**config.mk**
```make
export PLATFORM = sky130hd
export DESIGN_NAME = keypad_scanner
export DESIGN_NICKNAME = d
export VERILOG_FILES = /design/src/rtl/keypad_pkg.sv /design/src/rtl/keypad_row_sync.sv /design/src/rtl/keypad_scanner.sv
export SDC_FILE = /design/constraint.sdc
export NUM_CORES = 1
export LEC_CHECK = 0
export CAP_MARGIN = 20
export CORE_ASPECT_RATIO = 0.8
export CORE_MARGIN = 5
export CORE_UTILIZATION = 45
export DETAILED_ROUTE_END_ITERATION = 16
export DONT_BUFFER_PORTS = 1
export HOLD_SLACK_MARGIN = 0.12
export MAX_ROUTING_LAYER = met4
export SYNTH_ARGS = -nofsm -noshare
export SYNTH_HDL_FRONTEND = slang
export SYNTH_HIERARCHICAL = 1
export SYNTH_SLANG_ARGS = --single-unit
```
**constraint.sdc**
```tcl
create_clock -name clk -period 3.8 [get_ports clk]
set_input_delay 0.38 -clock clk [delete_from_list [all_inputs] [get_ports clk]]
set_output_delay 0.38 -clock clk [all_outputs]
set_load 0.05 [all_outputs]
```
**src/rtl/keypad_pkg.sv**
```systemverilog
// Shared constants and the key-position-to-code mapping for the 4x3 keypad scanner.
package keypad_pkg;

    localparam int ROWS = 4;
    localparam int COLS = 3;

    localparam logic [3:0] KEY_NONE = 4'h0;
    localparam logic [3:0] KEY_STAR = 4'd10;
    localparam logic [3:0] KEY_ZERO = 4'd11;
    localparam logic [3:0] KEY_HASH = 4'd12;

    // Phone layout: code = row*3 + col + 1, so * 0 # land on 10, 11, 12.
    function automatic logic [3:0] key_code_of(input logic [1:0] row, input logic [1:0] col);
        logic [3:0] row_w;
        logic [3:0] col_w;
        row_w = {2'b00, row};
        col_w = {2'b00, col};
        return row_w * 4'd3 + col_w + 4'd1;
    endfunction

endpackage

```
**src/rtl/keypad_row_sync.sv**
```systemverilog
// Two-flop synchroniser for the asynchronous, active-low keypad row lines.
module keypad_row_sync #(
    parameter int WIDTH = 4
) (
    input  logic             clk,
    input  logic             rst,
    input  logic [WIDTH-1:0] raw,
    output logic [WIDTH-1:0] synced
);

    logic [WIDTH-1:0] meta_reg;
    logic [WIDTH-1:0] sync_reg;

    // Reset to all-ones so an idle (pulled-up) keypad reads as "no key".
    always_ff @(posedge clk) begin
        if (rst) begin
            meta_reg <= {WIDTH{1'b1}};
            sync_reg <= {WIDTH{1'b1}};
        end else begin
            meta_reg <= raw;
            sync_reg <= meta_reg;
        end
    end

    assign synced = sync_reg;

endmodule

```
**src/rtl/keypad_scanner.sv**
```systemverilog
// Column-scanning 4x3 keypad reader with frame-based debounce; reports the
// lowest pressed key code once it has been stable for DEBOUNCE full frames.
module keypad_scanner
    import keypad_pkg::*;
#(
    parameter int SCAN_DIV = 100000,
    parameter int DEBOUNCE = 8
) (
    input  logic       clk,
    input  logic       rst,
    input  logic [3:0] row_n,
    output logic [2:0] col_n,
    output logic [3:0] key_code,
    output logic       key_valid,
    output logic       key_press
);

    localparam int DW = $clog2(SCAN_DIV);
    localparam int CW = $clog2(DEBOUNCE + 1);
    localparam logic [DW-1:0] DWELL_LAST = DW'(SCAN_DIV - 1);
    localparam logic [CW-1:0] CNT_FULL   = CW'(DEBOUNCE);

    logic [ROWS-1:0] rows_sync;

    logic [DW-1:0] dwell_reg, dwell_next;
    logic [1:0]    col_idx_reg, col_idx_next;
    logic [3:0]    frame_code_reg, frame_code_next;
    logic [3:0]    candidate_reg, candidate_next;
    logic [CW-1:0] stable_cnt_reg, stable_cnt_next;
    logic [3:0]    key_code_reg, key_code_next;
    logic          key_valid_reg, key_valid_next;
    logic          key_press_reg, key_press_next;

    logic [3:0]    row_code [ROWS];
    logic [3:0]    sample_code;
    logic [3:0]    merged_code;

    keypad_row_sync #(.WIDTH(ROWS)) u_row_sync (
        .clk    (clk),
        .rst    (rst),
        .raw    (row_n),
        .synced (rows_sync)
    );

    for (genvar gi = 0; gi < ROWS; gi++) begin : g_row
        assign row_code[gi] = rows_sync[gi] ? KEY_NONE : key_code_of(2'(gi), col_idx_reg);
    end

    // Within one column the code grows with the row, so the lowest pressed row wins.
    always_comb begin
        sample_code = KEY_NONE;
        for (int r = ROWS - 1; r >= 0; r--) begin
            if (row_code[r] != KEY_NONE) sample_code = row_code[r];
        end
    end

    always_comb begin
        merged_code = frame_code_reg;
        if (sample_code != KEY_NONE &&
            (frame_code_reg == KEY_NONE || sample_code < frame_code_reg))
            merged_code = sample_code;
    end

    always_comb begin
        dwell_next      = dwell_reg + 1'b1;
        col_idx_next    = col_idx_reg;
        frame_code_next = frame_code_reg;
        candidate_next  = candidate_reg;
        stable_cnt_next = stable_cnt_reg;
        key_code_next   = key_code_reg;
        key_press_next  = 1'b0;

        if (dwell_reg == DWELL_LAST) begin
            dwell_next = '0;
            if (col_idx_reg == 2'(COLS - 1)) begin
                col_idx_next    = 2'd0;
                frame_code_next = KEY_NONE;
                if (merged_code == candidate_reg) begin
                    if (stable_cnt_reg != CNT_FULL) stable_cnt_next = stable_cnt_reg + 1'b1;
                end else begin
                    candidate_next  = merged_code;
                    stable_cnt_next = CW'(1);
                end
                if (stable_cnt_next == CNT_FULL && candidate_next != key_code_reg) begin
                    key_code_next  = candidate_next;
                    key_press_next = (candidate_next != KEY_NONE);
                end
            end else begin
                col_idx_next    = col_idx_reg + 2'd1;
                frame_code_next = merged_code;
            end
        end

        key_valid_next = (key_code_next != KEY_NONE);
    end

    always_ff @(posedge clk) begin
        if (rst) begin
            dwell_reg      <= '0;
            col_idx_reg    <= 2'd0;
            frame_code_reg <= KEY_NONE;
            candidate_reg  <= KEY_NONE;
            stable_cnt_reg <= '0;
            key_code_reg   <= KEY_NONE;
            key_valid_reg  <= 1'b0;
            key_press_reg  <= 1'b0;
        end else begin
            dwell_reg      <= dwell_next;
            col_idx_reg    <= col_idx_next;
            frame_code_reg <= frame_code_next;
            candidate_reg  <= candidate_next;
            stable_cnt_reg <= stable_cnt_next;
            key_code_reg   <= key_code_next;
            key_valid_reg  <= key_valid_next;
            key_press_reg  <= key_press_next;
        end
    end

    assign col_n     = ~(3'b001 << col_idx_reg);
    assign key_code  = key_code_reg;
    assign key_valid = key_valid_reg;
    assign key_press = key_press_reg;

endmodule

```
==> results.yml <==
worst_setup_path:
  crit_buf_inv: 1
  cp_common_cell: "ha_1"
  start_kind: "flop"
  worstPathRequired_ns: 4.02
  worstPathArrival_ns: 3.78
  critPathTopFamily: "compound AO/OA/AOI/OAI gates"
  cp_cell_sequence: "inv_1, ha_1, o221ai_1, a21o_2, ha_1, o21a_1, o21ai_1, a21oi_2, a2bb2oi_2, o21a_2, o2111ai_1, o31a_1, and2_4, o31ai_2"
  end_kind: "flop"
  cp_max_fo: 7
  worstSetupPathType: "flop to flop"
  cp_slowest_stage_delay_ns: 0.39
  critPathSlowestCell: "dfxtp_2"
grt:
  grt_use_met1_pct: 20.5
  antenna_found_initial: 0
  grt_max_degree: 33
  grt.busiest_layer: "met2"
  met2_usage_pct: 21.3
  grt_util_met3_pct: 3.46
  first_global_vias: 1740
  track_usage_pct: 14.6
  grt-ovfl-total: 0
  grt_pass1_wl_um: 8390
pwr:
  peakVddDrop_v: 0.000191
  p_comb_share_pct: 8.5
  switching_power_uw: 214
  leakage_nw: 1.02
  power-per-cell-area_nw_per_um2: 342
  swShare_pct: 23.2
  p_seq_share_pct: 52.5
  p_int_uw: 708
  clockPowerShare_pct: 39.0
timing:
  setup_viol: 0
  hold_violations: 0
  slew_violations: 0
  setup_slack_ns: 0.245
  clock.fmax_mhz: 281
  period_minus_slack_ns: 3.56
  tns_ns: 0
  skew_ns: 0.0102
  max_slew.worst_pin.slew_ns: 0.731
  min_period_over_period_pct: 93.6
  maxSlewHeadroom_pct: 50.8
place:
  gp_congestion: 0.896
  dp_hpwl_um: 3510
  place_ws_ns: 0.0640
  port_buffers: 0
  place_area_um2: 2550
  dp.cells: 350
yosys:
  yosys_most_used_dff: "dfxtp_1"
  syn_area_um2: 2480
  ys_seq_area_share_pct: 36.3
  synth_edf_count: 0
  synth_nets: 306
  synth_top_area_cell: "dfxtp_1"
  yosysMostFrequentCell: "dfxtp_1"
  yosys.cell_types.count: 55
  synth_top_area_share_pct: 36.3
  ys_warn_count: 6
  synth_common_cells: "dfxtp_1, nor2_1, inv_1, nand2_1, nand3_1"
  async_reset_ff_share_pct: 0
  synthCells: 288
  ys_ff_latch: 45
  syn_avg_cell_area_um2: 8.62
  yosys-top-cells-area: "dfxtp_1, nor2_1, ha_1"
floorplanning:
  start_util_pct: 45.9
  dieArea_um2: 7110
  pin_count: 15
  coreArea_um2: 5410
  rows: 24
  die_x_um: 93.0
  die_h_um: 76.4
clock_network:
  clk_pin_slew_ns: 0.09
  cts_root_buf: "clkbuf_8"
  ctsHtreeMaxLevel: 2
  clock-sinks: 45
  tritoncts: "built"
  cts_max_path_buffers: 2
  worstSkewPairLatency_ns: 0.30
  cts_inserted_buffers: 5
  cts-hold-fix-buffers: 0
route:
  via_per_inst: 5.49
  drt_iter0_markers: 134
  detail-route-antenna-nets: 0
  num_vias: 1971
  drtPass1Iterations: 5
  drc: 0
  drt-wirelength-per-cell_um: 13.6
  wl_um: 4900
layout:
  nets: 312
  largest_reg_flops: 17
  stdcell_count: 359
  drive_gt1_share_pct: 10.2
  fill_cells: 506
  finalInstanceArea_um2: 2700
  syn_to_final_growth_pct: 8.62
  post-route-util_pct: 49.9
  antennaDiodeCount: 0
outcome:
  status: "completed"
worst_hold_path:
  holdCritPathClass: "input pin to flop"
flow_run:
  drv_cap: 0
area by class of cell:
cell class	instances	area (um^2)	share of cell area, %
clock buffer	5	68.8	2.55
clock inverter	2	38.8	1.44
inverter	18	67.6	2.51
multi-input combinational	218	1490	55.3
sequential	45	903	33.5
tap	65	81.3	3.02
timing repair buffer	6	45.0	1.67
worst paths after layout:
kind	start	endpoint	slack (ns)	cells past startpoint
worst min register to register	u_row_sync/meta_reg[3]	u_row_sync/synced[3]	0.41	1
worst min-delay path	rst	col_idx_reg[1]	0.15	1
worst max-delay path	col_idx_reg[1]	key_valid	0.24	14
worst max register to register	col_idx_reg[1]	key_valid	0.24	14
per-stage QoR:
step,hold WS [ns],power (mW)
3_3_place_gp,0.386,0.567
3_5_place_dp,0.391,0.567
2_1_floorplan,0.383,0.556
4_1_cts,0.134,0.926
6_report,0.146,0.922
5_1_grt,0.124,0.961
power groups by stage:
stage | sequential [mW] | clock (mW) | combinational [mW]
finish | 0.484 | 0.360 | 0.0783
global route | 0.485 | 0.389 | 0.0865
CTS | 0.484 | 0.369 | 0.0724
detailed placement | 0.495 | 0 | 0.0719
global placement | 0.495 | 0 | 0.0720
floorplan | 0.492 | 0 | 0.0638
repair_timing:
item / 4_1_cts / 5_1_grt
setup endpoints to repair: 0 / 10
resized for setup: 0 / 7
setup buffers: 0 / 2
routing by layer:
layer  share of wire [%]  up-vias
met5                   0        -
met4                0.92        0
met3                 3.6        7
met2                  43       33
met1                  52      908
li1                    -     1023
logic make-up (layout without fill, tap and decap cells):
logic type	Yosys count	in the layout	synth area share, %
simple gates	120	120	24.4
compound gates	62	62	19.9
flops	45	45	36.3
buf+inv	25	31	4.39
xor+xnor	20	20	7.36
fa+ha+maj	12	12	6.05
mux	4	4	1.61
placed cells by master (no fill, tap or decap), types with 2 or more instances in the layout:
cell / netlist / final
nand3_1: 17 / 17
a31oi_1: 4 / 4
a21oi_1: 9 / 8
nor2_1: 41 / 41
nor2b_1: 5 / 5
nand2b_1: 4 / 4
ha_1: 12 / 12
xor2_1: 12 / 12
o221ai_1: 3 / 3
nor4_4: 1 / 2
nor3_1: 9 / 9
and3_1: 4 / 4
o21ai_1: 3 / 5
or2_1: 8 / 8
clkbuf_8: 0 / 5
a211oi_1: 5 / 5
mux2i_1: 4 / 4
inv_1: 18 / 18
o21ai_0: 5 / 3
dfxtp_1: 45 / 43
nand2_1: 18 / 18
xnor2_1: 7 / 7
o31a_1: 2 / 2
o21a_1: 6 / 6
o211ai_1: 3 / 3
buf_4: 0 / 6
dfxtp_2: 0 / 2
nor4_1: 2 / 2
nand4_1: 6 / 6
o22a_1: 2 / 2
Power figures use the tool's default switching activity.
